`config.mk`:
```
export PLATFORM = sky130hd
export DESIGN_NAME = add_serial_n
export DESIGN_NICKNAME = d
export VERILOG_FILES = /design/src/rtl/add_pkg.sv /design/src/rtl/add_full_1.sv /design/src/rtl/add_serial_n.sv
export SDC_FILE = /design/constraint.sdc
export NUM_CORES = 1
export LEC_CHECK = 0
export ABC_AREA = 0
export BUFFER_PORTS_ARGS = -buffer_cell sky130_fd_sc_hd__buf_2
export CAP_MARGIN = 5
export CORE_MARGIN = 2
export CORE_UTILIZATION = 50
export CTS_CLUSTER_SIZE = 16
export DETAILED_ROUTE_END_ITERATION = 10
export PLACE_DENSITY = 0.83
export SLEW_MARGIN = 25
export SYNTH_ARGS = -nofsm -noshare
export SYNTH_HDL_FRONTEND = slang
export SYNTH_SLANG_ARGS = --single-unit
```
`constraint.sdc`:
```
create_clock -name clk -period 4.1 [get_ports clk]
set_input_delay 0.82 -clock clk [delete_from_list [all_inputs] [get_ports clk]]
set_output_delay 0.82 -clock clk [all_outputs]
set_load 0.01 [all_outputs]
```
`src/rtl/add_pkg.sv`:
```
// Shared definitions for the bit-serial adder family: FSM state encoding and
// a constant-evaluable ceil(log2) helper for sizing counters.
package add_pkg;

    typedef enum logic [1:0] {
        S_IDLE = 2'd0,
        S_RUN  = 2'd1,
        S_DONE = 2'd2
    } state_t;

    // Minimum number of bits needed to count 0..value-1.
    function automatic int clog2_f(input int value);
        int result;
        int v;
        result = 0;
        v      = value - 1;
        while (v > 0) begin
            result = result + 1;
            v      = v >> 1;
        end
        return result;
    endfunction

endpackage

```
`src/rtl/add_full_1.sv`:
```
// Single-bit full-adder cell; the per-bit arithmetic element of the serial adder.
module add_full_1 (
    output logic co,
    output logic s,
    input  logic a,
    input  logic b,
    input  logic ci
);

    assign s  = a ^ b ^ ci;
    assign co = (a & b) | (ci & (a ^ b));

endmodule

```
`src/rtl/add_serial_n.sv`:
```
// Bit-serial WIDTH-bit adder/subtractor: one bit per clock, LSB first, through a
// single full-adder cell with a registered carry; sum/co/ovf update with a done pulse.
module add_serial_n
    import add_pkg::*;
#(
    parameter int WIDTH = 8
) (
    input  logic             clk,
    input  logic             rst_n,
    input  logic             start,
    input  logic [WIDTH-1:0] a,
    input  logic [WIDTH-1:0] b,
    input  logic             ci,
    input  logic             sub,
    output logic             busy,
    output logic             done,
    output logic [WIDTH-1:0] sum,
    output logic             co,
    output logic             ovf
);

    localparam int            CW   = clog2_f(WIDTH);
    localparam logic [CW-1:0] LAST = CW'(WIDTH - 1);

    state_t           state_q, state_d;
    logic [WIDTH-1:0] a_sh_q, a_sh_d;
    logic [WIDTH-1:0] b_sh_q, b_sh_d;
    logic [WIDTH-1:0] s_sh_q, s_sh_d;
    logic             carry_q, carry_d;
    logic [CW-1:0]    cnt_q, cnt_d;
    logic             busy_q, busy_d;
    logic             done_q, done_d;
    logic [WIDTH-1:0] sum_q, sum_d;
    logic             co_q, co_d;
    logic             ovf_q, ovf_d;

    logic             fa_s;
    logic             fa_co;
    logic             load;
    logic [WIDTH-1:0] s_next;

    add_full_1 u_fa (
        .co (fa_co),
        .s  (fa_s),
        .a  (a_sh_q[0]),
        .b  (b_sh_q[0]),
        .ci (carry_q)
    );

    // New sum bit enters at the MSB so the final word is LSB-aligned after WIDTH shifts.
    assign s_next = {fa_s, {(WIDTH-1){1'b0}}} | (s_sh_q >> 1);
    assign load   = start && (state_q != S_RUN);

    always_comb begin
        state_d = state_q;
        a_sh_d  = a_sh_q;
        b_sh_d  = b_sh_q;
        s_sh_d  = s_sh_q;
        carry_d = carry_q;
        cnt_d   = cnt_q;
        busy_d  = busy_q;
        done_d  = 1'b0;
        sum_d   = sum_q;
        co_d    = co_q;
        ovf_d   = ovf_q;

        case (state_q)
            S_RUN: begin
                a_sh_d  = a_sh_q >> 1;
                b_sh_d  = b_sh_q >> 1;
                s_sh_d  = s_next;
                carry_d = fa_co;
                cnt_d   = cnt_q + CW'(1);
                if (cnt_q == LAST) begin
                    sum_d   = s_next;
                    co_d    = fa_co;
                    ovf_d   = carry_q ^ fa_co;
                    state_d = S_DONE;
                    busy_d  = 1'b0;
                    done_d  = 1'b1;
                end
            end
            S_DONE:  state_d = S_IDLE;
            default: state_d = S_IDLE;
        endcase

        // Subtract is A + ~B + ~borrow, so inversion happens once at load time.
        if (load) begin
            state_d = S_RUN;
            a_sh_d  = a;
            b_sh_d  = b ^ {WIDTH{sub}};
            carry_d = ci ^ sub;
            cnt_d   = '0;
            busy_d  = 1'b1;
        end
    end

    always_ff @(posedge clk or negedge rst_n) begin
        if (!rst_n) begin
            state_q <= S_IDLE;
            a_sh_q  <= '0;
            b_sh_q  <= '0;
            s_sh_q  <= '0;
            carry_q <= 1'b0;
            cnt_q   <= '0;
            busy_q  <= 1'b0;
            done_q  <= 1'b0;
            sum_q   <= '0;
            co_q    <= 1'b0;
            ovf_q   <= 1'b0;
        end else begin
            state_q <= state_d;
            a_sh_q  <= a_sh_d;
            b_sh_q  <= b_sh_d;
            s_sh_q  <= s_sh_d;
            carry_q <= carry_d;
            cnt_q   <= cnt_d;
            busy_q  <= busy_d;
            done_q  <= done_d;
            sum_q   <= sum_d;
            co_q    <= co_d;
            ovf_q   <= ovf_d;
        end
    end

    assign busy = busy_q;
    assign done = done_q;
    assign sum  = sum_q;
    assign co   = co_q;
    assign ovf  = ovf_q;

endmodule

```
==> impl_metrics.json <==
{
  "status": "completed",
  "wl_per_cell_um": 12.3,
  "syn_area_mm2": 0.00189,
  "die_x_um": 65.4,
  "ys_seq_area_share_pct": 54.4,
  "cts-root-buf": "clkbuf_8",
  "fin_setup_tns_ns": 0,
  "internal-power_mw": 0.969,
  "min_from": "s_sh_q[1]",
  "reg2regPathDepth": 4,
  "grtUsageTotal_pct": 16.5,
  "io_pins": 33,
  "h-tree-depth": 2,
  "final_cell_mix": "41 x dfrtp_1, 39 x nand2_1, 32 x buf_2",
  "syn-instance-count": 162,
  "p_leak_nw": 1.12,
  "tightest_slew_ns": 0.880,
  "fin_cells": 241,
  "irDropWorstVdd_mv": 0.321,
  "drt_pass1_iterations": 4,
  "tritoncts": "done",
  "arrival_ns": 0.84,
  "combPwrFrac_pct": 34.6,
  "critPathBufInv": 1,
  "cts_sinks": 41,
  "cts_inserted_buffers": 5,
  "grt_pass1_wl_um": 5260,
  "skew_ns": 0.00428,
  "rr_startpoint": "state_q[1]",
  "hold_viol_final": 0,
  "cp-startpoint": "busy",
  "ys_ff_latch": 41,
  "worstPathRequired_ns": 3.28,
  "timing.fmax_mhz": 604,
  "cap_viol_max_count": 0,
  "setup_violations": 0,
  "diodes": 0,
  "dpl.hpwl_um": 2020,
  "insertion_delay_ns": 0.29,
  "initial_core_util_pct": 51.9,
  "drt_iter0_markers": 44,
  "synth_nets": 187,
  "cpPeakStageDelay_ns": 0.40,
  "layout-drive-gt1-share_pct": 27.5,
  "final_util_pct": 58.3,
  "syn_area_per_cell_um2": 11.6,
  "fillers": 322,
  "layout_commonest_cell": "dfrtp_1",
  "vias_per_cell": 4.93,
  "detailroute.via_count": 1187,
  "cts-resized-gates": 0,
  "crit_chain": "buf_2",
  "die_area_mm2": 0.00428,
  "fin_crit_sh_pct": 40.4,
  "rows": 22,
  "crit_slowest_cell": "dfrtp_1",
  "setup.worst_path.end_class": "output port",
  "cts_buffer_depth": 2,
  "port_buffers": 32,
  "rrSetupSlack_ns": 2.53,
  "ys.warnings.count": 0,
  "crit_type": "reg2out",
  "endpoint": "busy",
  "die_y_um": 65.4,
  "power_mw": 1.49,
  "cp_num_cells": 1,
  "p_sw_share_pct": 34.9,
  "antenna_found_initial": 0,
  "drcViolationCount": 0,
  "power.density_mw_per_mm2": 703,
  "rsz0062_at_grt": "no",
  "path_clk_slew_ns": 0.08,
  "start_kind": "flip-flop",
  "grt-ovfl-total": 0,
  "postCtsSetupBuffers": 0,
  "power_switching_mw": 0.520,
  "slew_headroom_pct": 41.3,
  "synth.distinct_cells": 21,
  "ant_nets": 0,
  "grt_pass1_vias": 1207,
  "nNetsFinal": 217,
  "cp_max_fo": 2,
  "clkPwrFrac_pct": 19.4,
  "r2r-end": "cnt_q[0]",
  "fp.coreArea_mm2": 0.00363,
  "fin_crit_ns": 1.66,
  "dp_cells": 233,
  "cts_hold_buf": 0,
  "hp-class": "reg2reg",
  "critical_path.top_delay_family": "flip-flops",
  "routed_wl_um": 2950,
  "syn_to_final_growth_pct": 12.4,
  "power_frac_seq_pct": 46.0,
  "drv_slew": 0,
  "finalWeightedCongestion": 0.742,
  "grt_max_degree": 42
}
==> cell type report <==
| cell class | count | area, µm² | share of cell area, % |
|---|---|---|---|
| clock buffers | 7 | 96.3 | 4.55 |
| repair buffers | 33 | 168 | 7.91 |
| inverters | 2 | 7.51 | 0.354 |
| clock inverters | 1 | 5.00 | 0.236 |
| multi-input cells | 109 | 757 | 35.7 |
| well taps | 48 | 60.1 | 2.83 |
| flip-flops and latches | 41 | 1030 | 48.4 |
==> metrics by stage <==
stage	setup WS [ns]	cell area (µm²)	hold WS, ns
after floorplan	2.66	1890	0.442
after global placement	2.34	2020	0.457
after detailed placement	2.34	2020	0.470
after CTS	2.43	2120	0.487
after global routing	2.40	2120	0.511
final	2.44	2120	0.480
==> state kept, by name (all words and copies together) (netlist names), 2 cells and up <==
signal / count
sum: 8
cnt_q: 3
b_sh_q: 8
a_sh_q: 8
state_q: 2
s_sh_q: 7
==> cells in the mapped netlist <==
cell type	count	area (µm²)
dfrtp_1	41	1030
buf_2	1	5.00
o21ai_1	4	20.0
buf_4	3	22.5
mux2_2	4	45.0
nand2_1	39	146
nor2_2	1	6.26
ha_1	3	37.5
fa_1	1	20.0
nand3b_4	1	20.0
mux2_4	6	90.1
xnor2_1	2	17.5
xor2_1	8	70.1
and2b_1	1	7.51
inv_1	2	7.51
nor2_1	2	7.51
a21oi_1	3	15.0
o21ai_0	15	75.1
nand2b_1	3	18.8
buf_6	6	67.6
mux2i_1	16	160
==> layer usage <==
metal	global-route usage [%]	part of all wire, %	up-vias
met5	0	0	-
met4	10.9	0.91	0
met3	3.60	5.7	4
met2	25.9	46	37
met1	20.3	47	559
li1	-	-	587
==> tightest hold or removal path, stage by stage, from the launching register on <==
cell     delay [ns]
dfrtp_1        0.35
nand2_1        0.05
nand2_1        0.05
==> worst min-delay path by stage <==
stage           endpoint  slack (ns)  depth (start not counted)
2_1_floorplan  s_sh_q[1]        0.44                          2
3_3_place_gp   s_sh_q[1]        0.46                          2
3_5_place_dp   s_sh_q[1]        0.47                          2
4_1_cts        s_sh_q[1]        0.49                          2
5_1_grt        a_sh_q[6]        0.51                          2
6_report       s_sh_q[1]        0.48                          2
==> cell families after synthesis <==
group | count (synthesis) | synth area share [%]
flip-flops | 41 | 54.4
AO/OA/AOI/OAI | 22 | 5.84
multiplexers | 26 | 15.7
AND/OR/NAND/NOR | 47 | 10.9
XOR/XNOR | 10 | 4.65
buffers and inverters | 12 | 5.44
adder cells (fa/ha/maj) | 4 | 3.05
==> power by group through the flow <==
stage	Clock, mW	Sequential (mW)	Combinational [mW]
after global placement	0	0.685	0.503
after CTS	0.296	0.688	0.527
after global routing	0.316	0.709	0.602
after floorplan	0	0.693	0.432
after detailed placement	0	0.693	0.528
final	0.289	0.685	0.516
Power figures use the tool's default switching activity.
